[src/rtl/gf180mcu_osu_sc_gp9t3v3__clkdiv_prog.sv]
// Glitch-free programmable clock divider/inverter: registered divided clock
// with shadowed ratio/polarity, clean start/stop and a combinational N=1 bypass.
module gf180mcu_osu_sc_gp9t3v3__clkdiv_prog #(
  parameter int unsigned WIDTH = 4
) (
  input  logic             CLK,
  input  logic             RN,
  input  logic             EN,
  input  logic [WIDTH-1:0] DIV,
  input  logic             INV,
  output logic             Y,
  output logic             TC
);

  localparam int unsigned CW = WIDTH + 1;

  localparam logic [0:0] ST_IDLE = 1'b0;
  localparam logic [0:0] ST_RUN  = 1'b1;

  logic [0:0]       state_q, state_d;
  logic [WIDTH-1:0] cnt_q, cnt_d;
  logic [WIDTH-1:0] div_q, div_d;
  logic             inv_q, inv_d;
  logic             y_q, y_d;
  logic             tc_q, tc_d;

  logic [CW-1:0]    half_c;
  logic [CW-1:0]    cnt_inc_c;
  logic             last_c;
  logic             bypass_c;

  // High-phase length H = (N+1)>>1 with N = div_q+1; one extra bit avoids overflow at N=2^WIDTH.
  assign half_c    = (CW'(div_q) + CW'(2)) >> 1;
  assign cnt_inc_c = CW'(cnt_q) + CW'(1);
  assign last_c    = (cnt_q == div_q);
  assign bypass_c  = (state_q == ST_RUN) && (div_q == '0);

  always_ff @(posedge CLK or negedge RN) begin
    if (!RN) begin
      state_q <= ST_IDLE;
      cnt_q   <= '0;
      div_q   <= WIDTH'(1);
      inv_q   <= 1'b0;
      y_q     <= 1'b0;
      tc_q    <= 1'b0;
    end else begin
      state_q <= state_d;
      cnt_q   <= cnt_d;
      div_q   <= div_d;
      inv_q   <= inv_d;
      y_q     <= y_d;
      tc_q    <= tc_d;
    end
  end

  // Ratio/polarity are only reloaded in IDLE or at a period boundary, so Y never runts.
  always_comb begin
    state_d = state_q;
    cnt_d   = cnt_q;
    div_d   = div_q;
    inv_d   = inv_q;
    y_d     = y_q;
    tc_d    = 1'b0;

    if (state_q == ST_IDLE) begin
      div_d = DIV;
      inv_d = INV;
      cnt_d = '0;
      y_d   = INV;
      if (EN) begin
        state_d = ST_RUN;
        y_d     = ~INV;
        tc_d    = (DIV == '0);
      end
    end else if (last_c) begin
      div_d = DIV;
      inv_d = INV;
      cnt_d = '0;
      if (EN) begin
        y_d  = ~INV;
        tc_d = (DIV == '0);
      end else begin
        state_d = ST_IDLE;
        y_d     = INV;
      end
    end else begin
      cnt_d = cnt_inc_c[WIDTH-1:0];
      y_d   = (cnt_inc_c < half_c) ^ inv_q;
      tc_d  = (cnt_inc_c == CW'(div_q));
    end
  end

  // Bypass is only entered/left at a boundary, just after CLK rises, so the mux switch is clean.
  assign Y  = bypass_c ? (CLK ^ inv_q) : y_q;
  assign TC = tc_q;

endmodule

[config.mk]
export PLATFORM = sky130hd
export DESIGN_NAME = gf180mcu_osu_sc_gp9t3v3__clkdiv_prog
export DESIGN_NICKNAME = d
export VERILOG_FILES = /design/src/rtl/gf180mcu_osu_sc_gp9t3v3__clkdiv_prog.sv
export SDC_FILE = /design/constraint.sdc
export NUM_CORES = 1
export LEC_CHECK = 0
export ABC_AREA = 1
export BUFFER_PORTS_ARGS = -buffer_cell sky130_fd_sc_hd__buf_4
export CAP_MARGIN = 10
export CORE_MARGIN = 10
export CORE_UTILIZATION = 49
export CTS_CLUSTER_DIAMETER = 120
export DETAILED_ROUTE_END_ITERATION = 10
export PLACE_DENSITY_LB_ADDON = 0.3
export SYNTH_ARGS = -nofsm -noshare
export SYNTH_HDL_FRONTEND = slang
export SYNTH_SLANG_ARGS = --single-unit
[constraint.sdc]
create_clock -name CLK -period 4 [get_ports CLK]
set_input_delay 0.8 -clock CLK [delete_from_list [all_inputs] [get_ports CLK]]
set_output_delay 0.8 -clock CLK [all_outputs]
set_load 0.01 [all_outputs]
=== Word-level counts from Yosys, hierarchy flattened ===
Index checks and enable logic that the tools add are counted.

* Register bits after elaboration: 12
* Output and inout bits: 2
* Word-level logic and storage cells: 34

* Add/subtract/negate cells: 2
* Order comparisons: 1
* Equal/unequal tests: 3
* Mux-type cells: 16
* Bitwise gates (word level): 3
* Reductions and logical operators: 3

{| class="wikitable"
|+ Operators by type and width
! cell !! number
|-
| $mux 4 || 4
|-
| $mux 1 || 12
|-
| $logic_not 4->1 || 2
|-
| $add 4x1->5 const B || 1
|-
| $add 4x2->5 const B || 1
|-
| $eq 5x4->1 || 1
|-
| $lt 5x4->1 || 1
|-
| $eq 4x4->1 || 1
|-
| $ne 2x1->1 const B || 1
|-
| $xor 1x1->1 || 2
|-
| $logic_and 1x1->1 || 1
|-
| $not 1->1 || 1
|}

=== Depth between registers and ports, before layout ===
* Depth in word-level cells: 5
* Mapped depth: 11
* Depth with buffers taken out: 11

==> results.json <==
{
  "vias": 658,
  "setup_viol": 0,
  "die_height_um": 59.4,
  "row_count": 14,
  "synthTopCellsByArea": "dfrtp_1, nand2_1, xor2_1, inv_1, ha_1",
  "yosys.area_share.simple": 0.274,
  "synth_commonest_cells": "nand2_1, inv_1, dfrtp_1, nor2_1, xor2_1",
  "fin_nets": 130,
  "crit_start": "CLK",
  "tns_ns": 0,
  "hold_violations": 0,
  "power_density_nw_per_um2": 1010,
  "route.detailed.drc": 0,
  "worst_slew_pin_slew_ns": 0.262,
  "yosys_warnings": 0,
  "area_growth_pct": 16.1,
  "wire_per_inst_um": 11.2,
  "core_area_um2": 1490,
  "synth.mux.area_fraction": 0,
  "overflow": 0,
  "dpl.hpwl_um": 1220,
  "required_ns": 3.20,
  "cts_tree": "yes",
  "final.setup_skew_ns": 0.00433,
  "drtPass1Iterations": 4,
  "p_leak_uw": 0.000479,
  "synth-seq-cells": 12,
  "finalWirelength_um": 1500,
  "viasPerCell": 4.95,
  "grt_pass1_vias": 644,
  "grt_max_degree": 14,
  "final_cells": 133,
  "crit_arrival_ns": 2.70,
  "yosysSeqAreaShare": 0.396,
  "critPathLaunchType": "clock port",
  "fin_ws_ns": 0.496,
  "syn_nets": 114,
  "clk_latency_ns": 0.37,
  "initial_core_util": 0.512,
  "synth.most_common_cell": "nand2_1",
  "dpl_worst_slack_ns": 0.824,
  "syn-instance-count": 102,
  "syn_area_per_cell_um2": 7.47,
  "synth_cell_type_count": 17,
  "hold_buffers": 0,
  "grt_pass1_wl_um": 2620,
  "crit_type": "clock port to output pin",
  "layout-drive-gt1-share": 0.171,
  "antenna_cells": 0,
  "io_pins": 10,
  "synthArstFlopShare": 1.00,
  "hp-class": "primary input to async pin",
  "worstPathMaxFanout": 2,
  "synthXorXnorAreaFrac": 0.103,
  "crit_path_end_kind": "output pin",
  "synth_area_um2": 762,
  "yosysTopAreaCell": "dfrtp_1",
  "ir_worst_vdd_mv": 0.528,
  "globalplace.congestion": 0.817,
  "synth_fa_ha_area_frac": 0.0657,
  "status": "finished, final reports clean",
  "r2r-start": "div_q[2]$_DFFE_PN0P_",
  "dp_cells": 126,
  "drv_slew": 0,
  "grt_setup_unrepaired": "no",
  "slew_headroom": 0.825,
  "drv_cap": 0,
  "synth_top_family_by_area": "simple AND/OR/NAND/NOR gates",
  "portBuffers": 9,
  "netlist.area_leader.share": 0.361,
  "die_area_um2": 3530,
  "grt_use_total": 0.105,
  "antenna_left": 0,
  "die_w_um": 59.4,
  "total_power_uw": 894,
  "synth_compound_area_frac": 0.0690,
  "cts_resized": 0,
  "synth_edf_count": 0,
  "synth-main-ff-cell": "dfrtp_1",
  "antenna_found_initial": 0,
  "drt-initial-drc-count": 12,
  "cts_setup_buffers": 0,
  "clk_pin_slew_ns": 0.07
}
-- placed cells by master, fill, tap and decap left out --
cell type	instances
nor4_1	1
xor2_1	8
xnor2_1	1
ha_1	4
o21ai_0	2
a21oi_1	5
clkbuf_4	6
nor3_1	1
inv_1	14
buf_4	9
clkbuf_1	1
nand3_1	6
dfrtp_1	11
nand2_1	33
o21ai_2	2
nor2_1	10
nand2_2	1
dfstp_2	1
inv_2	1
-- path summary, 6_finish.rpt --
path                       slack, ns              endpoint  cells after the start
max in group asynchronous       3.52  div_q[0]$_DFFE_PN1P_                      1
hold reg to reg                 0.49  div_q[0]$_DFFE_PN1P_                      2
min in group CLK                0.49  div_q[0]$_DFFE_PN1P_                      2
setup / recovery                0.50                     Y                      5
setup reg to reg                2.23         y_q$_DFF_PN0_                      9
hold / removal                  0.25  div_q[2]$_DFFE_PN0P_                      1
-- registers in the layout, indices dropped and copies added, names as in the netlist --
name,count
y_q,1
div_q,4
state_q,1
cnt_q,4
inv_q,1
TC,1
-- final cells by class --
class,instances,area [um^2]
fillers,130,604
flip-flops and latches,12,302
inverters,15,56.3
multi-input cells,74,390
repair buffers,8,60.1
clock buffers,8,56.3
well taps,16,20.0
-- kinds of logic (layout without fill, tap and decap cells) --
kind of cell,count (synthesis),in the layout
flops,12,12
compound gates,9,9
simple gates,52,52
fa+ha+maj,4,4
xor+xnor,9,9
buf+inv,16,31
-- through the flow --
| step | util | area [um^2] | hold WS (ns) |
|---|---|---|---|
| final | 0.594 | 885 | 0.247 |
| after global routing | 0.594 | 885 | 0.230 |
| after CTS | 0.594 | 885 | 0.242 |
| after detailed placement | 0.561 | 836 | 0.483 |
| after global placement | 0.561 | 836 | 0.481 |
| after floorplan | - | 762 | 0.456 |
-- per-layer routing --
layer | up-vias | share of wire | routed length [um] | track usage
li1 | 346 | - | - | -
met5 | - | 0 | 0 | 0
met4 | 0 | 0.024 | 36 | 0.0918
met1 | 289 | 0.45 | 672 | 0.102
met3 | 5 | 0.037 | 56 | 0.0730
met2 | 18 | 0.49 | 729 | 0.147
-- worst max-delay path: stages --
cell and delay [ns]:
clkbuf_4 0.11, clkbuf_4 0.13, xnor2_1 0.11, o21ai_0 0.19, buf_4 0.15
-- report_power, final --
| part | switching, uW | internal (uW) | total [uW] |
|---|---|---|---|
| Clock | 64.2 | 92.0 | 156 |
| Sequential | 65.5 | 188 | 254 |
| Combinational | 298 | 186 | 484 |
| Total | 428 | 466 | 894 |
No activity file was read; power rests on OpenSTA's default activity.
